### src/rtl/crack_pkg.sv
// Shared types and seven-segment helpers for the ARC4 key-search scheduler.
package crack_pkg;

   typedef enum logic [2:0] {
      IDLE,
      LAUNCH,
      WAIT_BUSY,
      RUN,
      ABORT,
      DONE
   } crack_state_t;

   localparam logic [6:0] SEG_BLANK = 7'b1111111;
   localparam logic [6:0] SEG_DASH  = 7'b0111111;

   // Active-low segments, bit 6 = segment g, bit 0 = segment a.
   function automatic logic [6:0] seg_lut(input logic [3:0] d);
      logic [6:0] s;
      s = SEG_BLANK;
      case (d)
         4'h0: s = 7'b1000000;
         4'h1: s = 7'b1111001;
         4'h2: s = 7'b0100100;
         4'h3: s = 7'b0110000;
         4'h4: s = 7'b0011001;
         4'h5: s = 7'b0010010;
         4'h6: s = 7'b0000010;
         4'h7: s = 7'b1111000;
         4'h8: s = 7'b0000000;
         4'h9: s = 7'b0010000;
         4'hA: s = 7'b0001000;
         4'hB: s = 7'b0000011;
         4'hC: s = 7'b1000110;
         4'hD: s = 7'b0100001;
         4'hE: s = 7'b0000110;
         4'hF: s = 7'b0001110;
         default: s = SEG_BLANK;
      endcase
      return s;
   endfunction

endpackage

### src/rtl/crack_sched_if.sv
// Bus between the scheduler (master) and the array of crack cores (slave).
interface crack_sched_if #(
   parameter int NUM_CORES = 2,
   parameter int KEY_WIDTH = 24
) ();

   logic [NUM_CORES-1:0]           core_en;
   logic                           core_abort;
   logic [NUM_CORES*KEY_WIDTH-1:0] core_base;
   logic [KEY_WIDTH-1:0]           core_stride;
   logic [NUM_CORES-1:0]           core_rdy;
   logic [NUM_CORES-1:0]           core_key_valid;
   logic [NUM_CORES*KEY_WIDTH-1:0] core_key;

   modport master (
      output core_en, core_abort, core_base, core_stride,
      input  core_rdy, core_key_valid, core_key
   );

   modport slave (
      input  core_en, core_abort, core_base, core_stride,
      output core_rdy, core_key_valid, core_key
   );

endinterface

### src/rtl/crack_sched_hex7seg.sv
// One seven-segment digit: blank when hidden, dash when no valid key, else hex glyph.
module hex7seg
   import crack_pkg::*;
(
   input  logic [3:0] digit,
   input  logic       show,
   input  logic       valid,
   output logic [6:0] seg
);

   always_comb begin
      seg = SEG_BLANK;
      if (show) begin
         seg = valid ? seg_lut(digit) : SEG_DASH;
      end
   end

endmodule

### src/rtl/crack_sched.sv
// Interleaved launch / first-valid-wins collection / abort over NUM_CORES crack cores.
// Optional watchdog enabled by defining CRACK_SCHED_TIMEOUT_EN.
module crack_sched
   import crack_pkg::*;
#(
   parameter int NUM_CORES = 2,
   parameter int KEY_WIDTH = 24,
   parameter int TIMEOUT_W = 32,
   localparam int NUM_DIGITS = KEY_WIDTH / 4,
   localparam int WIN_W = (NUM_CORES > 1) ? $clog2(NUM_CORES) : 1
) (
   input  logic                    clk,
   input  logic                    rst,
   input  logic                    start,
   output logic                    busy,
   output logic                    done,
   output logic [KEY_WIDTH-1:0]    key,
   output logic                    key_valid,
   output logic [WIN_W-1:0]        winner,
   output logic                    timed_out,
   output logic [NUM_DIGITS*7-1:0] hex,
   crack_sched_if.master           cif
);

   crack_state_t state_q, state_d;
   logic [KEY_WIDTH-1:0]    key_q, key_d;
   logic                    key_valid_q, key_valid_d;
   logic [WIN_W-1:0]        winner_q, winner_d;
   logic [NUM_CORES-1:0]    started_q, started_d;
   logic [NUM_DIGITS*7-1:0] hex_q, hex_d;

   logic                    found;
   logic [WIN_W-1:0]        win_idx;
   logic [KEY_WIDTH-1:0]    win_key;
   logic                    timeout_hit;

`ifdef CRACK_SCHED_TIMEOUT_EN
   logic [TIMEOUT_W-1:0] cnt_q, cnt_d;
   logic                 timed_out_q, timed_out_d;
`endif

   // Lowest index wins: scan downwards so the last hit is the smallest index.
   always_comb begin
      found   = 1'b0;
      win_idx = '0;
      win_key = '0;
      for (int i = NUM_CORES - 1; i >= 0; i--) begin
         if (cif.core_rdy[i] && cif.core_key_valid[i]) begin
            found   = 1'b1;
            win_idx = WIN_W'(i);
            win_key = cif.core_key[i*KEY_WIDTH +: KEY_WIDTH];
         end
      end
   end

   always_comb begin
      state_d     = state_q;
      key_d       = key_q;
      key_valid_d = key_valid_q;
      winner_d    = winner_q;
      started_d   = started_q;
      timeout_hit = 1'b0;
`ifdef CRACK_SCHED_TIMEOUT_EN
      cnt_d       = cnt_q;
      timed_out_d = timed_out_q;
      timeout_hit = (cnt_q == '1);
      if ((state_q == WAIT_BUSY || state_q == RUN) && !timeout_hit) begin
         cnt_d = cnt_q + 1'b1;
      end
`endif
      case (state_q)
         IDLE: begin
            if (start && (&cif.core_rdy)) state_d = LAUNCH;
         end
         LAUNCH: begin
            key_d       = '0;
            key_valid_d = 1'b0;
            winner_d    = '0;
            started_d   = '0;
`ifdef CRACK_SCHED_TIMEOUT_EN
            cnt_d       = '0;
            timed_out_d = 1'b0;
`endif
            state_d     = WAIT_BUSY;
         end
         WAIT_BUSY: begin
            // A core that dropped rdy and already raised it again is treated as finished in RUN.
            started_d = started_q | ~cif.core_rdy;
            if (timeout_hit) begin
`ifdef CRACK_SCHED_TIMEOUT_EN
               timed_out_d = 1'b1;
`endif
               state_d = ABORT;
            end else if (&started_d) begin
               state_d = RUN;
            end
         end
         RUN: begin
            if (found) begin
               key_d       = win_key;
               winner_d    = win_idx;
               key_valid_d = 1'b1;
               state_d     = ABORT;
            end else if (&cif.core_rdy) begin
               state_d = DONE;
            end else if (timeout_hit) begin
`ifdef CRACK_SCHED_TIMEOUT_EN
               timed_out_d = 1'b1;
`endif
               state_d = ABORT;
            end
         end
         ABORT: state_d = DONE;
         DONE: begin
            if (start) state_d = IDLE;
         end
         default: state_d = IDLE;
      endcase
   end

   for (genvar g = 0; g < NUM_DIGITS; g++) begin : g_digit
      hex7seg u_hex7seg (
         .digit (key_d[g*4 +: 4]),
         .show  (state_d == DONE),
         .valid (key_valid_d),
         .seg   (hex_d[g*7 +: 7])
      );
   end

   always_ff @(posedge clk or posedge rst) begin
      if (rst) begin
         state_q     <= IDLE;
         key_q       <= '0;
         key_valid_q <= 1'b0;
         winner_q    <= '0;
         started_q   <= '0;
         hex_q       <= '1;
      end else begin
         state_q     <= state_d;
         key_q       <= key_d;
         key_valid_q <= key_valid_d;
         winner_q    <= winner_d;
         started_q   <= started_d;
         hex_q       <= hex_d;
      end
   end

`ifdef CRACK_SCHED_TIMEOUT_EN
   always_ff @(posedge clk or posedge rst) begin
      if (rst) begin
         cnt_q       <= '0;
         timed_out_q <= 1'b0;
      end else begin
         cnt_q       <= cnt_d;
         timed_out_q <= timed_out_d;
      end
   end
   assign timed_out = timed_out_q;
`else
   assign timed_out = 1'b0;
`endif

   for (genvar c = 0; c < NUM_CORES; c++) begin : g_base
      assign cif.core_base[c*KEY_WIDTH +: KEY_WIDTH] = KEY_WIDTH'(c);
   end

   assign cif.core_stride = KEY_WIDTH'(NUM_CORES);
   assign cif.core_en     = {NUM_CORES{state_q == LAUNCH}};
   assign cif.core_abort  = (state_q == ABORT);

   assign busy      = (state_q == LAUNCH) || (state_q == WAIT_BUSY) ||
                      (state_q == RUN) || (state_q == ABORT);
   assign done      = (state_q == DONE);
   assign key       = key_q;
   assign key_valid = key_valid_q;
   assign winner    = winner_q;
   assign hex       = hex_q;

endmodule

### src/flat_wrapper.sv
// flat-port wrapper written by rule: the top's interface ports become plain ports
module crack_sched_flat import crack_pkg::*;
#(
   parameter int NUM_CORES = 2,
   parameter int KEY_WIDTH = 24,
   parameter int TIMEOUT_W = 32,
   localparam int NUM_DIGITS = KEY_WIDTH / 4,
   localparam int WIN_W = (NUM_CORES > 1) ? $clog2(NUM_CORES) : 1
)
  (clk, rst, start, busy, done, key, key_valid, winner, timed_out, hex, cif_core_en, cif_core_abort, cif_core_base, cif_core_stride, cif_core_rdy, cif_core_key_valid, cif_core_key);
  crack_sched_if #(.NUM_CORES(NUM_CORES), .KEY_WIDTH(KEY_WIDTH)) cif_i ();
  input  logic clk;
  input  logic rst;
  input  logic start;
  output logic busy;
  output logic done;
  output logic [KEY_WIDTH-1:0] key;
  output logic key_valid;
  output logic [WIN_W-1:0] winner;
  output logic timed_out;
  output logic [NUM_DIGITS*7-1:0] hex;
  output wire logic [$bits(cif_i.core_en)-1:0] cif_core_en;
  output wire logic [$bits(cif_i.core_abort)-1:0] cif_core_abort;
  output wire logic [$bits(cif_i.core_base)-1:0] cif_core_base;
  output wire logic [$bits(cif_i.core_stride)-1:0] cif_core_stride;
  input wire logic [$bits(cif_i.core_rdy)-1:0] cif_core_rdy;
  input wire logic [$bits(cif_i.core_key_valid)-1:0] cif_core_key_valid;
  input wire logic [$bits(cif_i.core_key)-1:0] cif_core_key;
  assign cif_core_en = cif_i.core_en;
  assign cif_core_abort = cif_i.core_abort;
  assign cif_core_base = cif_i.core_base;
  assign cif_core_stride = cif_i.core_stride;
  assign cif_i.core_rdy = cif_core_rdy;
  assign cif_i.core_key_valid = cif_core_key_valid;
  assign cif_i.core_key = cif_core_key;
  crack_sched #(.NUM_CORES(NUM_CORES), .KEY_WIDTH(KEY_WIDTH), .TIMEOUT_W(TIMEOUT_W)) u_core (.clk(clk), .rst(rst), .start(start), .busy(busy), .done(done), .key(key), .key_valid(key_valid), .winner(winner), .timed_out(timed_out), .hex(hex), .cif(cif_i));
endmodule
### config.mk
export PLATFORM = sky130hd
export DESIGN_NAME = crack_sched_flat
export DESIGN_NICKNAME = d
export VERILOG_FILES = /design/src/rtl/crack_pkg.sv /design/src/rtl/crack_sched_if.sv /design/src/rtl/crack_sched_hex7seg.sv /design/src/rtl/crack_sched.sv /design/src/flat_wrapper.sv
export SDC_FILE = /design/constraint.sdc
export NUM_CORES = 1
export LEC_CHECK = 0
export BUFFER_PORTS_ARGS = -buffer_cell sky130_fd_sc_hd__clkbuf_2
export CAP_MARGIN = 30
export CORE_UTILIZATION = 50
export CTS_CLUSTER_SIZE = 14
export DETAILED_ROUTE_END_ITERATION = 16
export PLACE_DENSITY = 0.87
export RECOVER_POWER = 50
export SETUP_SLACK_MARGIN = 0.4
export SLEW_MARGIN = 30
export SYNTH_ARGS = -nofsm -noshare
export SYNTH_HDL_FRONTEND = slang
export SYNTH_SLANG_ARGS = --single-unit
export TNS_END_PERCENT = 30
### constraint.sdc
create_clock -name clk -period 3.1 [get_ports clk]
set_input_delay 0.465 -clock clk [delete_from_list [all_inputs] [get_ports clk]]
set_output_delay 0.465 -clock clk [all_outputs]
set_load 0.05 [all_outputs]
# ---- Word level (Yosys, flattened, before mapping)
# Memories as Yosys holds them, arrays and structs flattened.
# Index checks and enable logic that the tools add are counted.
dict set report op_classes {
  eq_ne 7
  reduce_logical 12
  n_mux 30
  bitwise 2
}
# operator count
set op_table {}
lappend op_table {{two-way mux 7 bit} 12}
lappend op_table {{two-way mux 24 bit} 3}
lappend op_table {{case mux 24 bit (2 select lines)} 1}
lappend op_table {{case mux 3 bit (6 select lines)} 1}
lappend op_table {{two-way mux 3 bit} 5}
lappend op_table {{equality test 3 bit (second input constant)} 3}
lappend op_table {{equality test 3 x 2 -> 1 bit (second input constant)} 2}
lappend op_table {{AND reduction 2 bit} 3}
lappend op_table {{two-way mux 1 bit} 5}
lappend op_table {{case mux 1 bit (2 select lines)} 2}
lappend op_table {{case mux 2 bit (2 select lines)} 1}
lappend op_table {{nonzero test 2 bit} 2}
lappend op_table {{equality test 3 x 1 -> 1 bit (second input constant)} 1}
lappend op_table {{logical AND 1 bit} 3}
lappend op_table {{zero test 3 bit} 1}
lappend op_table {{logical OR 1 bit} 3}
lappend op_table {{!= test 2 x 1 -> 1 bit (second input constant)} 1}
lappend op_table {{inverter 2 bit} 1}
lappend op_table {{bitwise OR 2 bit} 1}
dict set report word_totals {
  register_bits 73
  memories 6
  romBits 672
  output_inout_bits 146
  wordCells 63
  inputBits 55
}
# memory words word_bits rd rd_clocked_by_memory_dff write_ports line
set memory_table {}
lappend memory_table {{(name not given)} 16 7 1 0 0 crack_pkg.sv:20} ;# case (d)
lappend memory_table {{(name not given)} 16 7 1 0 0 crack_pkg.sv:20}
lappend memory_table {{(name not given)} 16 7 1 0 0 crack_pkg.sv:20}
lappend memory_table {{(name not given)} 16 7 1 0 0 crack_pkg.sv:20}
lappend memory_table {{(name not given)} 16 7 1 0 0 crack_pkg.sv:20}
lappend memory_table {{(name not given)} 16 7 1 0 0 crack_pkg.sv:20}

# ---- Longest topological paths before layout
# An unclocked memory read counts as a cell.
dict set report depth {
  depth_word 8
  ltp_mapped 11
}

# ---- Cells and area by module
# Synthesis repeated with hierarchy kept, for this count alone.
dict set report hier_totals {
  hier_cells 474
  hier_area_um2 5114.9
}
# mod instances area_each_um2 cells_per_inst seq_area_each_um2
set by_module_without_submodules {}
lappend by_module_without_submodules {crack_sched 1 3159.3 246 1879.3}
lappend by_module_without_submodules {{hex7seg (u_core.g_digit[0].u_hex7seg ...)} 5 325.3 38 0.0}
lappend by_module_without_submodules {{hex7seg (u_core.g_digit[1].u_hex7seg)} 1 329.1 38 0.0}

# ---- Worst setup path after synthesis
# No wires, ideal clock.
dict set report synth_timing {
  path_kind {input to register}
  start {in cif_core_rdy[0]}
  end {reg u_core.hex_q[26] (netlist: u_core.hex[26])}
  arrival_ns 2.725
  stages 10
  setup_slack_ns 0.275
  path_buffers 2
  path_cell_list {buf_4 and4b_4 and2_1 clkbuf_1 a222oi_1 inv_1 ha_1 mux2_2 nand2_1 o211ai_1}
}
dict set report synth_between {
  elab_chain_cells 7
  elab_cells_between_ends 21
}
# item line
set synth_lines {}
lappend synth_lines {{from (decl)} flat_wrapper.sv:26} ;# input wire logic [$bits(cif_i.core_rdy)-1:0] cif_core_rdy;
lappend synth_lines {{logical AND 1 bit *} crack_sched.sv:48} ;# if (cif.core_rdy[i] && cif.core_key_valid[i]) begin
lappend synth_lines {{two-way mux 24 bit / two-way mux 1 bit (equally long branches)} crack_sched.sv:48}
lappend synth_lines {{two-way mux 24 bit *} crack_sched.sv:99} ;# if (found) begin
lappend synth_lines {{case mux 24 bit (2 select lines) *} crack_sched.sv:71} ;# case (state_q)
lappend synth_lines {{via u_core.g_digit[3].u_hex7seg.digit[0]} crack_sched_hex7seg.sv:5} ;# input logic [3:0] digit,
lappend synth_lines {{memory (16 x 7 bit) *} n/a}
lappend synth_lines {{two-way mux 7 bit *} crack_sched_hex7seg.sv:14} ;# seg = valid ? seg_lut(digit) : SEG_DASH;
lappend synth_lines {{two-way mux 7 bit *} crack_sched_hex7seg.sv:13} ;# if (show) begin
lappend synth_lines {{via u_core.g_digit[3].u_hex7seg.seg[5]} crack_sched_hex7seg.sv:8} ;# output logic [6:0] seg
lappend synth_lines {{to (signal assigned)} crack_sched.sv:137} ;# hex_q <= '1;
lappend synth_lines {{to (signal assigned)} crack_sched.sv:144} ;# hex_q <= hex_d;
lappend synth_lines {{to (decl)} crack_sched.sv:30} ;# logic [NUM_DIGITS*7-1:0] hex_q, hex_d;
# The timed path passes the listed nets; every way through them passes the cells marked *.
# A chain may end at the register's enable or synchronous reset.

# ---- Worst setup path in the final report
dict set report layout_timing {
  start {reg u_core.state_q[1]}
  end {reg u_core.hex_q[23] (netlist: u_core.hex[23])}
}
dict set report layout_between {
  elab_cells_between_ends 18
}
# item line
set layout_rtl {}
lappend layout_rtl {{from (decl)} crack_sched.sv:25} ;# crack_state_t state_q, state_d;
lappend layout_rtl {{from (signal assigned)} crack_sched.sv:139} ;# state_q <= state_d;
lappend layout_rtl {{equality test 3 bit, or another cell as far along} crack_sched.sv:71}
lappend layout_rtl {{case mux 3 bit (6 select lines) *} crack_sched.sv:71}
lappend layout_rtl {{via u_core.state_d[0]} crack_sched.sv:25}
lappend layout_rtl {{equality test 3 bit *} crack_sched.sv:124} ;# .show (state_d == DONE),
lappend layout_rtl {{two-way mux 7 bit *} crack_sched_hex7seg.sv:13}
lappend layout_rtl {{via u_core.g_digit[3].u_hex7seg.seg[2]} crack_sched_hex7seg.sv:8}
# Marked as above.

==> flow_summary.ini <==
[outcome]
status = complete, no violations

[die]
start_util_pct = 52.0
fp.dieW_um = 103
fp.dieH_um = 103
die-area_sq_um = 10600
rows = 36
core_sq_um = 9820
pin_count = 201

[power_and_ir_drop]
sw_frac_of_total_pct = 52.8
irDropWorstVdd_uv = 356
seqPwrFrac_pct = 25.3
p_leak_nw = 2.76
internal_power_mw = 2.66
p_clk_share_pct = 14.3
p_comb_share_pct = 60.4
p_switching_mw = 2.98
power.density_nw_per_um2 = 966

[critical_path]
path_max_fanout = 19
cp_cell_sequence = clkbuf_1 > nor4bb_1 > a31oi_1 > o221ai_1 > nand2_1 > nor2_4 > buf_12 > o221ai_1
critPathCaptureType = flip-flop
cp_slowest_cell = nor4bb_1
cp.required_ps = 3350
startpoint_type = flip-flop
worstPathArrival_ps = 3040
critical_path_class = reg -> reg
critPathMaxStageDelay_ps = 530
cpMostUsedCell = o221ai_1

[sta]
setup_viol = 0
skew_ps = 10.7
min_period_ps = 2790
fmax_mhz = 359
slew_headroom_pct = 11.0
fin_crit_sh_pct = 89.9
fin_ws_ps = 314
finalHoldViolCount = 0
rsz0062_at_grt = no
tns_ps = 0
maxSlewViolCount = 0
worst_pin_slew_ps = 1340

[placement]
routabilityCongestion = 0.966
numPortBuffers = 127
dp.cells = 773
dp_hpwl_mm = 9.83
place_ws_ps = 147

[detailed_routing]
vias = 4465
wl_mm = 13.6
detail_route.wl_per_cell_um = 17.3
via_per_inst = 5.66
post-route-drc-count = 0
drt-pass1-iter-count = 6
antenna_left = 0
drt_iter0_markers = 436

[worst_hold_path]
hold_class = in -> async

[clocking]
htreeDepth = 3
cts_buffers = 9
cts_tree = built
clk_pin_slew_ps = 80
clk_latency_ps = 350
cts_num_sinks = 73
cts_root_buffer = clkbuf_8
cts_max_path_buffers = 2

[grt]
grt-ovfl-total = 0
grt_pass1_wl_mm = 20.7
grt_pass1_vias = 4225
antenna_found_initial = 0
grt_usage_pct = 25.6
grt_max_degree = 47

[flow_run]
maxCapViolCount = 0

[logic_synthesis]
synth_edf_count = 0
ys.flop_type = dfstp_2
synth_warnings = 0
synth_area_sq_um = 5100
ys_ff_latch = 73
async_flop_share_pct = 100
synth_cells = 522
synth_seq_area_share_pct = 36.8
avgSynthCellArea_sq_um = 9.77
synthDistinctLibCells = 58

[cells_and_area]
area_growth_syn_to_layout_pct = 14.5
diodes = 0
final_nets = 748
final_cells = 789
drive_above_1_share_pct = 30.9
==> worst max-delay path: cells and delay by family (launching register included) <==
kind	cells	cell delay, ps
DFF	1	520
AOI/OAI and AO/OA	3	450
buffers and inverters	2	440
and+or+nand+nor	3	1280
==> power groups by stage <==
stage	Combinational, mW	Clock, mW	Sequential, mW
finish	3.41	0.810	1.43
global route	3.65	0.853	1.45
CTS	3.38	0.817	1.42
detailed placement	3.35	0	1.43
global placement	3.23	0	1.42
floorplan	2.04	0	2.04
==> logic make-up after synthesis <==
| family | after synthesis | share of synthesized area, % |
|---|---|---|
| buf+inv | 129 | 16.3 |
| fa+ha+maj | 42 | 10.3 |
| xor+xnor | 3 | 0.515 |
| flops | 73 | 36.8 |
| mux | 14 | 2.84 |
| simple gates | 129 | 13.6 |
| other cells | 2 | 0.147 |
| compound gates | 130 | 19.5 |
==> flip-flops by register name (all words and copies together) (netlist names) <==
signal	flops
u_core.key	24
u_core.hex	42
u_core.key_valid	1
u_core.winner	1
u_core.started_q	2
u_core.state_q	3
==> synth_stat cells, drive strengths merged (7+ instances only) <==
master / count / area share, %
a21oi: 14 / 1.4
a222oi: 11 / 2.2
a22oi: 9 / 1.4
a31oi: 16 / 2.0
buf: 102 / 14
dfrtp: 31 / 15
dfstp: 42 / 22
ha: 42 / 10
inv: 19 / 1.4
mux2i: 10 / 2.0
nand2: 36 / 2.7
nand2b: 13 / 1.7
nand3: 7 / 0.69
nand3b: 13 / 1.9
nand4: 12 / 1.5
nor2: 25 / 1.8
o211ai: 9 / 1.3
o21ai: 12 / 1.2
o221ai: 11 / 1.9
o311ai: 12 / 2.1
o31ai: 7 / 1.0
==> worst paths after layout <==
path	from	to	slack, ps	cells past startpoint
setup / recovery	u_core.state_q[1]	u_core.hex[23]	310	8
hold / removal	rst	u_core.key[1]	270	3
setup reg to reg	u_core.state_q[1]	u_core.hex[23]	310	8
hold reg to reg	u_core.started_q[0]	u_core.started_q[0]	530	2
max in group asynchronous	rst	u_core.key[9]	1750	3
min in group clk	cif_core_key[36]	u_core.key[12]	460	3
==> layer usage <==
layer | wire [um] | global-route usage, %
met1 | 5540 | 32.0
met2 | 6580 | 42.2
met3 | 1210 | 5.49
met4 | 314 | 12.4
met5 | 0 | 0
==> repair_timing <==
action	4_1_cts	5_1_grt
endpoints found under the setup margin	1	29
hold buffers	0	0
buffers inserted	0	0
pin swaps	0	0
resized for setup	1	5
==> layout by cell type, fill, tap and decap left out, types with 10 or more instances in the layout <==
master,count
a21oi_1,14
a222oi_1,11
a31oi_1,16
buf_4,25
clkbuf_1,34
clkbuf_2,97
conb_1,73
dfrtp_1,30
dfstp_2,42
ha_1,40
inv_1,19
mux2i_1,10
nand2_1,35
nand2b_1,12
nand3b_1,13
nand4_1,12
nor2_1,24
o21ai_0,11
o221ai_1,11
o311ai_0,12
==> final cells by class <==
cell class | instances | area, sq um
Inverter | 21 | 78.8
Multi-Input combinational cell | 391 | 2690
Timing Repair Buffer | 155 | 813
Tap cell | 133 | 166
Clock buffer | 11 | 131
Clock inverter | 5 | 81.3
Fill cell | 844 | 3980
Sequential cell | 73 | 1880
==> metrics by stage <==
stage	utilization (%)	power, mW	hold WS (ps)	cell area, sq um
after floorplan	-	4.08	462	5400
after global placement	57.6	4.66	492	5660
final	59.5	5.64	266	5840
after CTS	59.9	5.62	159	5880
after detailed placement	57.6	4.78	499	5660
after global routing	59.5	5.96	332	5840
(Power assumes the default switching activity.)
